### config.mk
export PLATFORM = sky130hd
export DESIGN_NAME = fcmp_arb
export DESIGN_NICKNAME = d
export VERILOG_FILES = /design/src/rtl/fcmp_pkg.sv /design/src/rtl/fcmp_core.sv /design/src/rtl/fcmp_arb.sv
export SDC_FILE = /design/constraint.sdc
export NUM_CORES = 1
export LEC_CHECK = 0
export ABC_AREA = 1
export BUFFER_PORTS_ARGS = -buffer_cell sky130_fd_sc_hd__clkbuf_2
export CORE_MARGIN = 5
export CORE_UTILIZATION = 45
export CTS_BUF_LIST = sky130_fd_sc_hd__clkbuf_4
export CTS_CLUSTER_SIZE = 16
export DETAILED_ROUTE_END_ITERATION = 12
export PLACE_DENSITY_LB_ADDON = 0.12
export SYNTH_ARGS = -nofsm -noshare
export SYNTH_HDL_FRONTEND = slang
export SYNTH_HIERARCHICAL = 1
export SYNTH_SLANG_ARGS = --single-unit
### constraint.sdc
create_clock -name clk -period 2.51 [get_ports clk]
set_input_delay 0.1255 -clock clk [delete_from_list [all_inputs] [get_ports clk]]
set_output_delay 0.1255 -clock clk [all_outputs]
set_load 0.02 [all_outputs]
### src/rtl/fcmp_pkg.sv
// fcmp_pkg: shared constants for the floating-point compare arbiter.
//   - operand width and IEEE-754 single field widths
//   - compare opcode encodings
//   - fcmp_key(): maps a single-precision word to an unsigned, order-preserving key
package fcmp_pkg;

    localparam int unsigned FP_W  = 32;
    localparam int unsigned EXP_W = 8;
    localparam int unsigned MAN_W = 23;

    // Key for every operand with a zero exponent (+/-0 and denormals flush here).
    localparam logic [FP_W-1:0] KEY_ZERO = 32'h8000_0000;

    typedef enum logic [1:0] {
        OP_LT  = 2'b00,
        OP_LE  = 2'b01,
        OP_EQ  = 2'b10,
        OP_RSV = 2'b11
    } fcmp_op_e;

    // Positive values get the top bit set so they sort above all negatives; negative values
    // have exponent/mantissa inverted so larger magnitude sorts lower.
    function automatic logic [FP_W-1:0] fcmp_key(input logic [FP_W-1:0] x);
        logic             sign;
        logic [EXP_W-1:0] e;
        logic [MAN_W-1:0] m;
        sign = x[FP_W-1];
        e    = x[FP_W-2 -: EXP_W];
        m    = x[MAN_W-1:0];
        if (e == '0) begin
            fcmp_key = KEY_ZERO;
        end else if (!sign) begin
            fcmp_key = {1'b1, e, m};
        end else begin
            fcmp_key = {1'b0, ~e, ~m};
        end
    endfunction

endpackage

### src/rtl/fcmp_core.sv
// fcmp_core: combinational single-precision compare.
//   x1, x2 : operands (IEEE-754 single)
//   op     : 00 LT, 01 LE, 10 EQ, 11 reserved (result 0)
//   result : compare outcome
// NaNs get no special treatment; they order by their key like any other value.
module fcmp_core
    import fcmp_pkg::*;
(
    input  logic [FP_W-1:0] x1,
    input  logic [FP_W-1:0] x2,
    input  logic [1:0]      op,
    output logic            result
);

    logic [FP_W-1:0] k1;
    logic [FP_W-1:0] k2;

    always_comb begin
        k1 = fcmp_key(x1);
        k2 = fcmp_key(x2);
        case (op)
            OP_LT:   result = (k1 < k2);
            OP_LE:   result = (k1 <= k2);
            OP_EQ:   result = (k1 == k2);
            default: result = 1'b0;
        endcase
    end

endmodule

### src/rtl/fcmp_arb.sv
// fcmp_arb: round-robin arbiter in front of a 2-stage floating-point compare pipeline.
//   clk, rstn  : clock, asynchronous active-low reset
//   req_valid  : per-requester request;  req_ready: one-hot (or zero) accept
//   req_x1/x2  : packed operands, requester i at [32i+31:32i]
//   req_op     : packed opcodes, requester i at [2i+1:2i]
//   rsp_valid  : one-cycle response pulse to the requester, two cycles after its grant
//   rsp_y      : result word, bit 0 = outcome, zero when no response completes
//   busy       : an operation is in either pipeline stage
//   stat_cnt   : saturating accepted-request count when FCMP_ARB_STATS_EN is defined, else 0
module fcmp_arb
    import fcmp_pkg::*;
#(
    parameter int unsigned NREQ = 4
) (
    input  logic                   clk,
    input  logic                   rstn,
    input  logic [NREQ-1:0]        req_valid,
    output logic [NREQ-1:0]        req_ready,
    input  logic [FP_W*NREQ-1:0]   req_x1,
    input  logic [FP_W*NREQ-1:0]   req_x2,
    input  logic [2*NREQ-1:0]      req_op,
    output logic [NREQ-1:0]        rsp_valid,
    output logic [31:0]            rsp_y,
    output logic                   busy,
    output logic [15:0]            stat_cnt
);

    localparam int unsigned IW = (NREQ > 1) ? $clog2(NREQ) : 1;

    logic [IW-1:0]   ptr_q, ptr_d;
    logic            gnt_any;
    logic [IW-1:0]   gnt_idx;
    logic [FP_W-1:0] x1_sel, x2_sel;
    logic [1:0]      op_sel;

    logic            s1_valid_q;
    logic [IW-1:0]   s1_idx_q;
    logic [FP_W-1:0] s1_x1_q, s1_x2_q;
    logic [1:0]      s1_op_q;
    logic            s1_res;

    logic [NREQ-1:0] rsp_valid_d, rsp_valid_q;
    logic            rsp_bit_q;

    // Rotating priority search starting at ptr_q.
    always_comb begin
        int unsigned   cand;
        logic [IW-1:0] cand_idx;
        gnt_any  = 1'b0;
        gnt_idx  = '0;
        cand     = 0;
        cand_idx = '0;
        for (int unsigned off = 0; off < NREQ; off++) begin
            cand     = (int'(ptr_q) + off) % NREQ;
            cand_idx = cand[IW-1:0];
            if (!gnt_any && req_valid[cand_idx]) begin
                gnt_any = 1'b1;
                gnt_idx = cand_idx;
            end
        end
    end

    always_comb begin
        req_ready = '0;
        if (rstn && gnt_any) begin
            req_ready[gnt_idx] = 1'b1;
        end
    end

    always_comb begin
        ptr_d = ptr_q;
        if (gnt_any) begin
            ptr_d = (gnt_idx == IW'(NREQ - 1)) ? '0 : gnt_idx + 1'b1;
        end
    end

    always_comb begin
        x1_sel = '0;
        x2_sel = '0;
        op_sel = '0;
        for (int unsigned i = 0; i < NREQ; i++) begin
            if (gnt_idx == IW'(i)) begin
                x1_sel = req_x1[i*FP_W +: FP_W];
                x2_sel = req_x2[i*FP_W +: FP_W];
                op_sel = req_op[i*2 +: 2];
            end
        end
    end

    // Stage 1: granted operation captured.
    always_ff @(posedge clk or negedge rstn) begin
        if (!rstn) begin
            ptr_q      <= '0;
            s1_valid_q <= 1'b0;
            s1_idx_q   <= '0;
            s1_x1_q    <= '0;
            s1_x2_q    <= '0;
            s1_op_q    <= '0;
        end else begin
            ptr_q      <= ptr_d;
            s1_valid_q <= gnt_any;
            if (gnt_any) begin
                s1_idx_q <= gnt_idx;
                s1_x1_q  <= x1_sel;
                s1_x2_q  <= x2_sel;
                s1_op_q  <= op_sel;
            end
        end
    end

    fcmp_core u_core (
        .x1     (s1_x1_q),
        .x2     (s1_x2_q),
        .op     (s1_op_q),
        .result (s1_res)
    );

    always_comb begin
        rsp_valid_d = '0;
        if (s1_valid_q) begin
            rsp_valid_d[s1_idx_q] = 1'b1;
        end
    end

    // Stage 2: registered response; never back-pressured.
    always_ff @(posedge clk or negedge rstn) begin
        if (!rstn) begin
            rsp_valid_q <= '0;
            rsp_bit_q   <= 1'b0;
        end else begin
            rsp_valid_q <= rsp_valid_d;
            rsp_bit_q   <= s1_valid_q & s1_res;
        end
    end

    assign rsp_valid = rsp_valid_q;
    assign rsp_y     = {31'b0, rsp_bit_q};
    assign busy      = s1_valid_q | (|rsp_valid_q);

`ifdef FCMP_ARB_STATS_EN
    logic [15:0] stat_q;

    always_ff @(posedge clk or negedge rstn) begin
        if (!rstn) begin
            stat_q <= '0;
        end else if (gnt_any && (stat_q != 16'hFFFF)) begin
            stat_q <= stat_q + 16'd1;
        end
    end

    assign stat_cnt = stat_q;
`else
    assign stat_cnt = '0;
`endif

endmodule

; ---- Yosys cells after proc, flatten, opt, wreduce, memory -nomap -nowiden
; Index checks and enable logic that the tools add are counted.
[op_classes]
addsub = 4
magnitude_cmp = 10
n_eq_ne = 6
muxes = 40
bitwise = 6
reduce_logical = 14
[op_table]
columns = cell, n
row1 = two-way mux 32 bit, 12
row2 = NOT 23 bit, 2
row3 = == test 32 bit, 1
row4 = less-or-equal comparator 32 bit, 1
row5 = < comparator 32 bit, 1
row6 = < comparator 2 x 3 -> 1 bit (second input constant), 6
row7 = two-way mux 2 bit, 9
row8 = logical NOT 8 bit, 2
row9 = NOT 8 bit, 2
row10 = two-way mux 1 bit, 10
row11 = binary-select mux 1 bit (select 2 bit), 4
row12 = two-way mux 4 bit, 2
row13 = == test 2 bit (second input constant), 3
row14 = logical AND 1 bit, 6
row15 = adder 2 x 1 -> 2 bit (second input constant), 2
row16 = adder 2 bit (second input constant), 2
row17 = demux 1 bit (select 2 bit), 2
row18 = == test 2 x 1 -> 1 bit (second input constant), 2
row19 = greater-or-equal comparator 2 x 1 -> 1 bit (second input constant), 2
row20 = logical NOT 2 bit, 2
row21 = OR reduction 4 bit, 1
row22 = logical NOT 1 bit, 3
row23 = case mux 1 bit (3 select lines), 1
row24 = bitwise AND 1 bit, 1
row25 = bitwise OR 1 bit, 1
[totals]
ff_bits = 76
inputBits = 270
output_inout_bits = 57
word_cells = 88

; ---- Logic depth before layout (Yosys ltp)
[depth]
depth_word = 17
mapped_depth = 22
mapped_depth_nobuf = 19

; ---- By module
; The synthesis kept the hierarchy.
[by_module_without_submodules]
columns = module, n_inst, cells_each, area_each_um2, seq_area_each_um2
row1 = fcmp_arb, 1, 864, 5746.8, 1901.8
row2 = fcmp_core, 1, 269, 1712.9, 0.0

; ---- Worst setup path after synthesis
; Ideal clock, no wire load.
[synth_path]
path_type = register to register
startpoint = reg ptr_q[0]
endpoint = reg s1_x1_q[23]
setup_ns = 0.074
arrival_ns = 2.604
required_time_ns = 2.436
slack_ns = -0.168
path_stages_with_launch = 22
n_path_buf = 5
period_less_slack_ns = 2.678
cell_sequence = dfrtp_1 -> buf_6 -> inv_6 -> nand2_1 -> nand3_1 -> nand2_2 -> nor2_4 -> nand3_2 -> buf_6 -> nand3_1 -> inv_1 -> ha_1 -> clkbuf_1 -> nor2_1 -> buf_2 -> buf_2 -> nand2_1 -> nand2_1 -> o21ai_0 -> o21ai_0 -> nand2_1 -> o21ai_2
[synth_between]
elab_chain_cells = 17
word_cells_on_any_way = 33
classes_between = add/sub (3) / eq/ne (3) / mux (20) / reduce/logical (7)
[synth_rtl]
columns = item, line_no
row1 = from (decl), fcmp_arb.sv:30  ; logic [IW-1:0] ptr_q, ptr_d;
row2 = from (signal assigned), fcmp_arb.sv:100  ; ptr_q <= ptr_d;
row3 = "parallel branches: the longest is 11 deep, another holds adder 2 x 1 -> 2 bit", -
row4 = two-way mux 2 bit (*), fcmp_arb.sv:56  ; if (!gnt_any && req_valid[cand_idx]) begin
row5 = net gnt_idx[0], fcmp_arb.sv:32  ; logic [IW-1:0] gnt_idx;
row6 = logical NOT 2 bit, fcmp_arb.sv:82  ; if (gnt_idx == IW'(i)) begin
row7 = two-way mux 32 bit (3 in a row), fcmp_arb.sv:82
row8 = two-way mux 32 bit (*), fcmp_arb.sv:82
row9 = to (signal assigned), fcmp_arb.sv:104  ; s1_x1_q <= x1_sel;
row10 = to (decl), fcmp_arb.sv:38  ; logic [FP_W-1:0] s1_x1_q, s1_x2_q;
; Mark *: on every way through the listed nets, which the timed path passes. The select of a mux whose other input is x is not followed.
; A chain may end at the register's enable or synchronous reset.

; ---- Worst setup path in the final report
[layout_path]
startpoint = reg ptr_q[0]
endpoint = reg s1_x1_q[2]
; Same word-level chain as after synthesis.

==> flow_summary.yaml <==
place:
  dp_hpwl_um: 16930
  gp_congestion: 0.8624
  io_buffers: 279
  place_area_um2: 9057
  preCtsSetupSlack_ns: -0.2047
flow_run:
  cap_violations: 0
clocking:
  clock-root-buffer: "clkbuf_4"
  clk_path_buf_depth: 2
  worstSkewPairLatency_ns: 0.45
  cts_buffers: 9
  cts_tree: "built"
  clk_pin_slew_ns: 0.11
  cts.sinks: 76
  cts_htree_levels: 3
synth:
  synthMuxAreaShare: 0
  synthSimpleGateAreaFrac: 0.2419
  synth_edf_count: 0
  synth_top_family_by_area: "simple AND/OR/NAND/NOR gates"
  synth_compound_area_frac: 0.2083
  synth_xor_xnor_area_share: 0.07397
  syn_area_um2: 7460
  ys_ff_latch: 76
  syn_area_per_cell_um2: 6.584
  synth_flop_cell: "dfrtp_1"
  yosysWarnings: 6
  synthAdderAreaFrac: 0.06038
  synth_cell_type_count: 31
  async_flop_share: 1.000
  seq_area_frac_synth: 0.2549
  synth_cells: 1133
grt:
  grt_pass1_wl_um: 37270
  grt_max_degree: 91
  grt_overflow: 0
  grt_usage: 0.2288
  grt_pass1_vias: 7873
  antenna_found_initial: 0
finish:
  layout_commonest_cell: "nand2_1"
  layout_common_cells: "357 x nand2_1, 274 x clkbuf_2, 105 x o21ai_1"
  drive_gt1_frac: 0.3327
  area_growth_pct: 42.49
  fin_area_um2: 10630
  nNetsFinal: 1802
route:
  wire_per_inst_um: 14.66
  vias: 8308
  ant_nets: 0
  firstDrtPassIters: 5
  route.detailed.drc: 0
  drt_wl_total_um: 25230
  viasPerCell: 4.827
  first_iter_violations: 530
sta:
  drv_slew: 0
  tns_ns: -11.33
  skew_ns: 0.01443
  whs_ns: 0.03700
  fin_ws_ns: -0.2581
  finalSetupViolCount: 70
  fmax_mhz: 361.3
  hold_viol: 0
  period_share: 1.103
  rsz0062_at_grt: "true"
  tightestPinTransition_ns: 0.9915
  min_period_ns: 2.768
  slew_headroom: 0.3390
setup_path:
  critPathKind: "flop to flop"
  cpMaxStageDelayCell: "dfrtp_2"
  critPathCaptureType: "flop"
  startpoint_type: "flop"
  worst_path_most_repeated_cell: "nand2_1"
  slowest_delay_ns: 0.48
  cp.arrival_ns: 3.13
  required_ns: 2.88
  path_cells: "clkinv_4 -> buf_4 -> nand2_4 -> nand3_1 -> nand2_2 -> nand3_1 -> nand2_1 -> nand2_2 -> nand3_4 -> inv_2 -> ha_4 -> nor2_4 -> buf_12 -> buf_12 -> buf_8 -> nand2_1 -> nand2_1 -> o21ai_0 -> o21ai_1 -> nand2_1 -> o21ai_1"
  crit_path_max_fanout: 9
die:
  rows: 47
  io-pin-count: 327
  die_h_um: 138.8
  core_area_um2: 16410
  die_w_um: 138.8
  die-area_um2: 19250
  initial_core_util: 0.4547
outcome:
  violations: "negative setup slack"
  status: "finished, violations left"
worst_hold_path:
  hold_class: "input pin to flop"
==> stage by stage <==
step,util,instances
6_report,0.6478,1721
5_1_grt,0.6477,1720
4_1_cts,0.6162,1697
3_5_place_dp,0.5520,1610
3_3_place_gp,0.5520,1610
2_1_floorplan,-,1179
==> metal layers <==
metal	up-vias	share of wire	wire, µm	global-route usage
li1	4243	-	-	-
met1	3803	0.42	10520	0.2941
met2	221	0.52	13140	0.4072
met3	41	0.047	1175	0.04172
met4	0	0.015	386	0.04068
met5	-	0	0	0
==> registers in the layout (all words and copies together), names as in the netlist <==
| register | flops |
|---|---|
| s1_x1_q | 32 |
| s1_idx_q | 2 |
| s1_op_q | 2 |
| ptr_q | 2 |
| s1_valid_q | 1 |
| s1_x2_q | 32 |
| rsp_valid | 4 |
| rsp_bit_q | 1 |
==> path summary, 6_finish.rpt <==
| kind | end | start | slack [ns] | cells past startpoint |
|---|---|---|---|---|
| max in group asynchronous | s1_x1_q[31] | rstn | 1.30 | 3 |
| worst max register to register | s1_x1_q[2] | ptr_q[0] | -0.26 | 21 |
| worst min-delay path | s1_x2_q[30] | req_x2[126] | 0.04 | 5 |
| worst min register to register | rsp_valid[0] | s1_idx_q[1] | 0.51 | 1 |
| min in group asynchronous | s1_x1_q[16] | rstn | 0.51 | 3 |
| worst max-delay path | s1_x1_q[2] | ptr_q[0] | -0.26 | 21 |
==> final cells by class <==
type | count | area [µm²]
diodes | 1 | 2.502
clock buffers | 12 | 90.09
clock inverters | 3 | 38.79
fillers | 1517 | 5778
inverters | 97 | 391.6
multi-input cells | 885 | 4823
flip-flops and latches | 76 | 1906
well taps | 220 | 275.3
repair buffers | 427 | 3102
==> logic make-up (layout without fill, tap and decap cells) <==
| kind of cell | Yosys count | in the layout |
|---|---|---|
| DFF | 76 | 76 |
| adders and majority gates | 36 | 36 |
| AOI/OAI and AO/OA | 281 | 281 |
| buffers and inverters | 218 | 539 |
| xor gates and xnor gates | 63 | 63 |
| and+or+nand+nor | 458 | 458 |
| other | 1 | 48 |
==> cells in the mapped netlist, drive strengths merged (4+ instances only) <==
cell type  count  area (µm²)
nand2        374        1416
inv           96       365.3
nor3           4       20.02
o21ai        201        1149
nand4          5       31.28
clkbuf        33       123.9
a21oi         78       390.4
xnor2         31       271.5
dfrtp         76        1902
buf           88       699.4
xor2          32       280.3
ha            36       450.4
nor2          58       232.7
nand3         15       85.08
==> worst max-delay path: cells and delay by family, from the launching register on <==
kind / cells / cell delay [ns]
and+or+nand+nor: 11 / 0.95
buffers and inverters: 6 / 0.75
AOI/OAI and AO/OA: 3 / 0.33
DFF: 1 / 0.48
adders and majority gates: 1 / 0.18
==> what timing repair did <==
item	in CTS	in global routing
endpoints found under the hold margin	130	2
cloned	4	9
setup endpoints to repair	70	71
pin swaps	15	15
setup buffers	15	12
resized for setup	93	78
hold buffers	55	2
Power is left out: the tool's default activity adds up to more than one toggle a clock period on the data nets, which glitch-free logic cannot reach.
